==> src/rtl/vec_seq.sv <==
// Vector element sequencer: steps the execute datapath through one vector
// instruction in beats of LANES elements, stalling issue until retirement.
// Optional build macro: VSEQ_PRED_EN adds a per-lane predicate mask that is
// latched at accept and ANDed into every beat's lane enables.
module vec_seq #(
   parameter int unsigned LANES    = 4,
   parameter int unsigned VLEN_W   = 8,
   parameter logic [3:0]  STORE_OP = 4'b0011
) (
   input  logic                clk,
   input  logic                reset,
   input  logic                issue_valid,
   output logic                issue_ready,
   input  logic [3:0]          opcode,
   input  logic [VLEN_W-1:0]   vlen,
   input  logic                flush,
   output logic                elem_valid,
   input  logic                elem_ack,
   output logic [VLEN_W:0]     elem_idx,
   output logic [LANES-1:0]    lane_en,
   output logic [3:0]          op_q,
   output logic                reg_write,
   output logic                mem_write,
   output logic                stall,
   output logic                done
`ifdef VSEQ_PRED_EN
   ,
   input  logic [LANES-1:0]    pred_mask
`endif
);

   localparam int unsigned IDX_W = VLEN_W + 1;
   // One extra bit so index + LANES comparisons can never overflow.
   localparam int unsigned CMP_W = VLEN_W + 2;

   typedef enum logic [1:0] {
      S_IDLE = 2'd0,
      S_RUN  = 2'd1,
      S_DONE = 2'd2
   } state_t;

   state_t              state_q, state_d;
   logic [3:0]          op_d;
   logic [VLEN_W-1:0]   vlen_q, vlen_d;
   logic [IDX_W-1:0]    idx_q, idx_d;
   logic                last_beat;
   logic                any_lane;
`ifdef VSEQ_PRED_EN
   logic [LANES-1:0]    pred_q, pred_d;
`endif

   // State-only decodes toward issue and the datapath.
   assign issue_ready = (state_q == S_IDLE);
   assign elem_valid  = (state_q == S_RUN);
   assign stall       = (state_q != S_IDLE);
   assign done        = (state_q == S_DONE);
   assign elem_idx    = elem_valid ? idx_q : '0;

   // Beat is last once the next beat would start at or past the vector end.
   assign last_beat = (CMP_W'(idx_q) + CMP_W'(LANES)) >= CMP_W'(vlen_q);

   // Per-lane enables: in-range lanes of the current beat, optionally predicated.
   always_comb begin
      lane_en = '0;
      for (int i = 0; i < int'(LANES); i++) begin
         lane_en[i] = elem_valid && ((CMP_W'(idx_q) + CMP_W'(i)) < CMP_W'(vlen_q));
      end
`ifdef VSEQ_PRED_EN
      lane_en = lane_en & pred_q;
`endif
   end

`ifdef VSEQ_PRED_EN
   assign any_lane = |lane_en;
`else
   assign any_lane = 1'b1;
`endif

   // Write strobes fire on an acknowledged beat, steered by the latched opcode.
   assign reg_write = elem_valid && elem_ack && any_lane && (op_q != STORE_OP);
   assign mem_write = elem_valid && elem_ack && any_lane && (op_q == STORE_OP);

   // Next-state and datapath register updates; flush overrides to IDLE.
   always_comb begin
      state_d = state_q;
      op_d    = op_q;
      vlen_d  = vlen_q;
      idx_d   = idx_q;
`ifdef VSEQ_PRED_EN
      pred_d  = pred_q;
`endif
      unique case (state_q)
         S_IDLE: begin
            if (issue_valid && !flush) begin
               op_d    = opcode;
               vlen_d  = vlen;
               idx_d   = '0;
`ifdef VSEQ_PRED_EN
               pred_d  = pred_mask;
`endif
               state_d = (vlen == '0) ? S_DONE : S_RUN;
            end
         end
         S_RUN: begin
            if (elem_ack) begin
               idx_d = idx_q + IDX_W'(LANES);
               if (last_beat) begin
                  state_d = S_DONE;
               end
            end
         end
         S_DONE: begin
            state_d = S_IDLE;
         end
         default: begin
            state_d = S_IDLE;
         end
      endcase
      if (flush) begin
         state_d = S_IDLE;
      end
   end

   // State and latched instruction registers.
   always_ff @(posedge clk or negedge reset) begin
      if (!reset) begin
         state_q <= S_IDLE;
         op_q    <= '0;
         vlen_q  <= '0;
         idx_q   <= '0;
`ifdef VSEQ_PRED_EN
         pred_q  <= '0;
`endif
      end else begin
         state_q <= state_d;
         op_q    <= op_d;
         vlen_q  <= vlen_d;
         idx_q   <= idx_d;
`ifdef VSEQ_PRED_EN
         pred_q  <= pred_d;
`endif
      end
   end

endmodule

==> config.mk <==
export PLATFORM = sky130hd
export DESIGN_NAME = vec_seq
export DESIGN_NICKNAME = d
export VERILOG_FILES = /design/src/rtl/vec_seq.sv
export SDC_FILE = /design/constraint.sdc
export NUM_CORES = 1
export LEC_CHECK = 0
export CORE_MARGIN = 10
export CORE_UTILIZATION = 51
export CTS_BUF_LIST = sky130_fd_sc_hd__clkbuf_8
export DETAILED_ROUTE_END_ITERATION = 8
export PLACE_DENSITY = 0.85
export REMOVE_ABC_BUFFERS = 1
export SKIP_CTS_REPAIR_TIMING = 1
export SLEW_MARGIN = 10
export SYNTH_ARGS = -nofsm -noshare
export SYNTH_HDL_FRONTEND = slang
export SYNTH_SLANG_ARGS = --single-unit
==> constraint.sdc <==
create_clock -name clk -period 2.6 [get_ports clk]
set_input_delay 0.26 -clock clk [delete_from_list [all_inputs] [get_ports clk]]
set_output_delay 0.26 -clock clk [all_outputs]
set_load 0.01 [all_outputs]
## Word-level counts from Yosys, hierarchy flattened

Cells that the tools add are included.
Widths: inputs -> output; s select.

| operators by class | value |
|---|---|
| $add $sub $neg | 5 |
| $lt $le $gt $ge | 5 |
| equality and inequality tests | 9 |
| mux-type cells | 10 |
| reductions and logical operators | 16 |

Operators with widths:

| operator | number |
|---|---|
| $lt 10x8->1 | 3 |
| $mux 9 | 3 |
| $add 9x2->10 const B | 2 |
| $pmux 9 s2 | 1 |
| $add 9x1->10 const B | 1 |
| $add 9x3->10 const B | 1 |
| $ge 10x8->1 | 1 |
| $mux 2 | 5 |
| $add 9x3->9 const B | 1 |
| $lt 9x8->1 | 1 |
| $logic_and 1x1->1 | 8 |
| $logic_not 8->1 | 1 |
| $ne 3x2->1 const B | 2 |
| $reduce_and 3->1 | 2 |
| $eq 4x2->1 const B | 1 |
| $ne 2x1->1 const B | 2 |
| $ne 4x2->1 const B | 1 |
| $pmux 2 s2 | 1 |
| $reduce_bool 2->1 | 2 |
| $ne 3x1->1 const B | 1 |
| $eq 2x1->1 const B | 1 |
| $eq 2x2->1 const B | 1 |
| $logic_not 2->1 | 1 |
| $reduce_and 2->1 | 1 |
| $logic_not 1->1 | 1 |

| storage, ports and cells | value |
|---|---|
| bits in registers | 23 |
| input bits | 17 |
| output and inout port bits | 23 |
| word-level logic and storage cells | 49 |

## Depth between registers and ports, before layout

| depth | value |
|---|---|
| depth after elaboration | 6 |
| depth in mapped cells | 10 |
| gate-level depth less buffers | 9 |

## Worst setup path before layout

No wires, ideal clock.

| timing path | value |
|---|---|
| path kind | flip-flop to flip-flop |
| start point | register idx_q[2] |
| end point | register state_q[1] |
| setup time | 0.120 ns |
| arrival time | 1.876 ns |
| data required time | 2.480 ns |
| setup slack | 0.603 ns |
| stages on the path, launching flop included | 9 |
| buffers on the path | 0 |
| clock period less this slack | 1.997 ns |
| path through | dfrtp_1 ha_1 nand3_1 xnor2_1 ha_1 and4_1 a21oi_1 o211ai_1 a41o_1 |

| on the way | value |
|---|---|
| cells in the longest elaborated chain, start to end | 4 |

Ends and longest elaborated chain:

| what | RTL line | RTL |
|---|---|---|
| start: declaration | 45 | `logic [IDX_W-1:0] idx_q, idx_d;` |
| start signal: assignment | 138 | `idx_q <= idx_d;` |
| $add 9x3->10 | 60 | `assign last_beat = (CMP_W'(idx_q) + CMP_W'(LANES)) >= CMP_W'(vlen_q);` |
| $ge 10x8->1 | 60 |  |
| $ne 3x2->1 (no line) | - |  |
| $reduce_and 3->1 (no line) | - |  |
| end signal: assignment | 135 | `state_q <= state_d;` |
| end: declaration | 42 | `state_t state_q, state_d;` |

No other way between the ends.
A chain may end at the register's enable or synchronous reset.

## Worst setup path after layout

| timing path | value |
|---|---|
| start point | register state_q[1] |
| end point | output port mem_write |

| on the way | value |
|---|---|
| cells in the longest elaborated chain, start to end | 3 |

Ends and longest elaborated chain:

| what | RTL line | RTL |
|---|---|---|
| $eq 2x1->1 | 54 | `assign elem_valid = (state_q == S_RUN);` |
| $logic_and 1x1->1 (2 in a row) | 81 | `assign mem_write = elem_valid && elem_ack && any_lane && (op_q == STORE_OP);` |
| end: declaration | 23 | `output logic mem_write,` |

No other way between the ends.

==> reports/metrics.csv <==
metric,value,unit
syn_inst,180,
initial_core_util,53.03,%
synth_area_leader_cell,dfrtp_1,
synthToLayoutAreaGrowth,26.89,%
cp_top_family,buffers and inverters,
synth_area_leaders,"dfrtp_1 (32%), ha_1 (18%), o21ai_0 (4.6%)",
dp.cells,251,
stdcell_count,255,
async_flop_share,100.0,%
hold_ws,0.3432,ns
fp.dieW,76.35,um
nets,252,
crit_path_end_kind,primary output,
ioPinCount,40,
worstPathRequired,2.34,ns
ant_nets,0,
numCtsBuffers,3,
hp-class,primary input to async pin,
ys_types,43,
synth_ff_type,dfrtp_1,
slowest_stage,clkdlybuf4s50_1,
crit_end,mem_write,
routed_via_density,5.302,
grt_antenna_before_repair,0,
dieHeight,76.35,um
grt_use_total,12.79,%
netlist_area,1619,um2
max_stage_delay,0.59,ns
maxSlewViolCount,0,
gp_congestion,0.9112,
drt_pass1_iterations,4,
rr_startpoint,idx_q[3]$_DFFE_PN0P_,
synth_top_area_share,32.46,%
grt_pass1_wl,6.244,mm
reg2reg_depth,8,
synth-edff-count,0,
dieArea,5829,um2
ir_drop,0.5736,mV
hold_viol,0,
core,3053,um2
synth_seq_cells,21,
critical_path.cell_chain,nor2b_2 -> buf_4 -> nand2_1 -> nor4_1 -> clkdlybuf4s50_1,
path_buf_inv,2,
leakage,0.9843,nW
cts_sinks,21,
root_buffer,clkbuf_8,
grt_pass1_vias,1380,
grt.overflow.total,0,
cts_buffer_depth,2,
final_common_cell,clkdlybuf4s50_1,
grt_max_degree,22,
worst-path-stages,5,
crit_path_start,state_q[1]$_DFFE_PN0P_,
antennaDiodeCount,0,
num_rows,20,
ys_seq_area_share,32.46,%
clkLatencyLatePin,0.26,ns
finalPower,1.975,mW
yosysWarnings,0,
fmax,0.4143,GHz
fillers,264,
clkTransAtPathRegs,0.08,ns
r2r_setup_slack,0.32,ns
outcome,"finished, final reports clean",
cp-start-kind,flip-flop,
skew,0.004085,ns
drive_above_1_share,9.479,%
via_count,1352,
portBuffers,37,
critPathMaxFanout,18,
fin_crit_sh,92.83,%
avgRoutedWirePerCell,14.86,um
cp.arrival,2.15,ns
critical_path_class,flip-flop to primary output,
mostFrequentLayoutCells,"clkdlybuf4s50_1 (33), ha_1 (23), dfrtp_1 (20), nand2_1 (19), o21ai_0 (15)",
dp_slack,0.1124,ns
cts_tree,done,
drv_cap,0,
r2r-end,state_q[1]$_DFFE_PN0P_,
drc_errors,0,
finalSetupViolCount,0,
syn_area_per_cell,8.995,um2
min_period,2.414,ns
hpwl,3.076,mm
setup_slack,0.1865,ns
totalWireLength,3.790,mm
rsz0062_at_grt,false,
htree_levels,1,
power_density,961.1,nW/um2
drtIter0Drc,66,
==> area by class of cell <==
type,count,area (um2),share of cell area [%]
clock inverters,1,5.005,0.2436
inverters,10,37.54,1.827
flip-flops and latches,21,526.8,25.64
well taps,44,55.05,2.680
clock buffers,3,41.29,2.010
multi-input cells,135,978.4,47.62
repair buffers,41,410.4,19.98
==> report_power, final <==
part	switching, mW	internal [mW]
clock	0.105	0.107
combinational	0.616	0.586
sequential	0.112	0.449
total	0.833	1.14
==> how the worst min path moves through the flow <==
stage / slack [ns] / cells after the start / from / end
detailed placement: 0.53 / 1 / op_q[1]$_DFFE_PN0P_ / op_q[1]$_DFFE_PN0P_
global route: 0.38 / 2 / reset / idx_q[7]$_DFFE_PN0P_
floorplan: -0.04 / 0 / reset / idx_q[2]$_DFFE_PN0P_
finish: 0.34 / 2 / reset / idx_q[7]$_DFFE_PN0P_
CTS: 0.36 / 2 / reset / idx_q[7]$_DFFE_PN0P_
global placement: 0.52 / 1 / op_q[0]$_DFFE_PN0P_ / op_q[0]$_DFFE_PN0P_
==> Yosys cell counts (2+ instances only) <==
cell type	number
buf_2	2
xnor2_1	2
nor2_1	8
a32o_1	3
buf_4	4
o31ai_1	2
nor4_1	3
mux2_2	6
o21ai_0	15
nand4_1	2
inv_1	10
and3_1	4
nor3_1	3
and2_1	8
xor2_1	2
nand3_1	5
nand2_1	19
a21oi_1	7
dfrtp_1	21
ha_1	23
clkbuf_1	8
o211ai_1	2
==> per-layer routing <==
metal  track usage, %  share of wire [%]
met5                0                  0
met4            2.788               0.58
met3            3.774                4.9
met2            23.38                 51
met1            14.15                 43
==> kinds of logic (layout without fill, tap and decap cells) <==
family | Yosys count | in the layout | synth area share, %
other cells | 1 | 2 | 0.2316
flops | 21 | 21 | 32.46
buf+inv | 25 | 55 | 7.342
compound gates | 40 | 40 | 16.62
mux | 6 | 6 | 4.173
xor+xnor | 4 | 4 | 2.164
simple gates | 60 | 60 | 19.24
fa+ha+maj | 23 | 23 | 17.77
==> worst reg2reg max path: stages, from the launching register on <==
cell	delay, ns
dfrtp_1	0.47
ha_1	0.28
nand3_1	0.15
xnor2_1	0.25
ha_1	0.30
and4_1	0.18
a21oi_1	0.16
o211ai_1	0.13
a41o_1	0.26
==> sequential cells by signal, indices dropped and copies added (netlist names) <==
register  count
vlen_q        8
state_q       2
idx_q         7
op_q          4
==> through the flow <==
stage	utilization [%]	setup TNS (ns)	instance area, um2
floorplan	-	0	1541
global placement	65.41	0	1997
detailed placement	65.41	0	1997
CTS	66.93	-0.2444	2043
global route	67.30	0	2054
finish	67.30	0	2054
(Power assumes the default switching activity.)
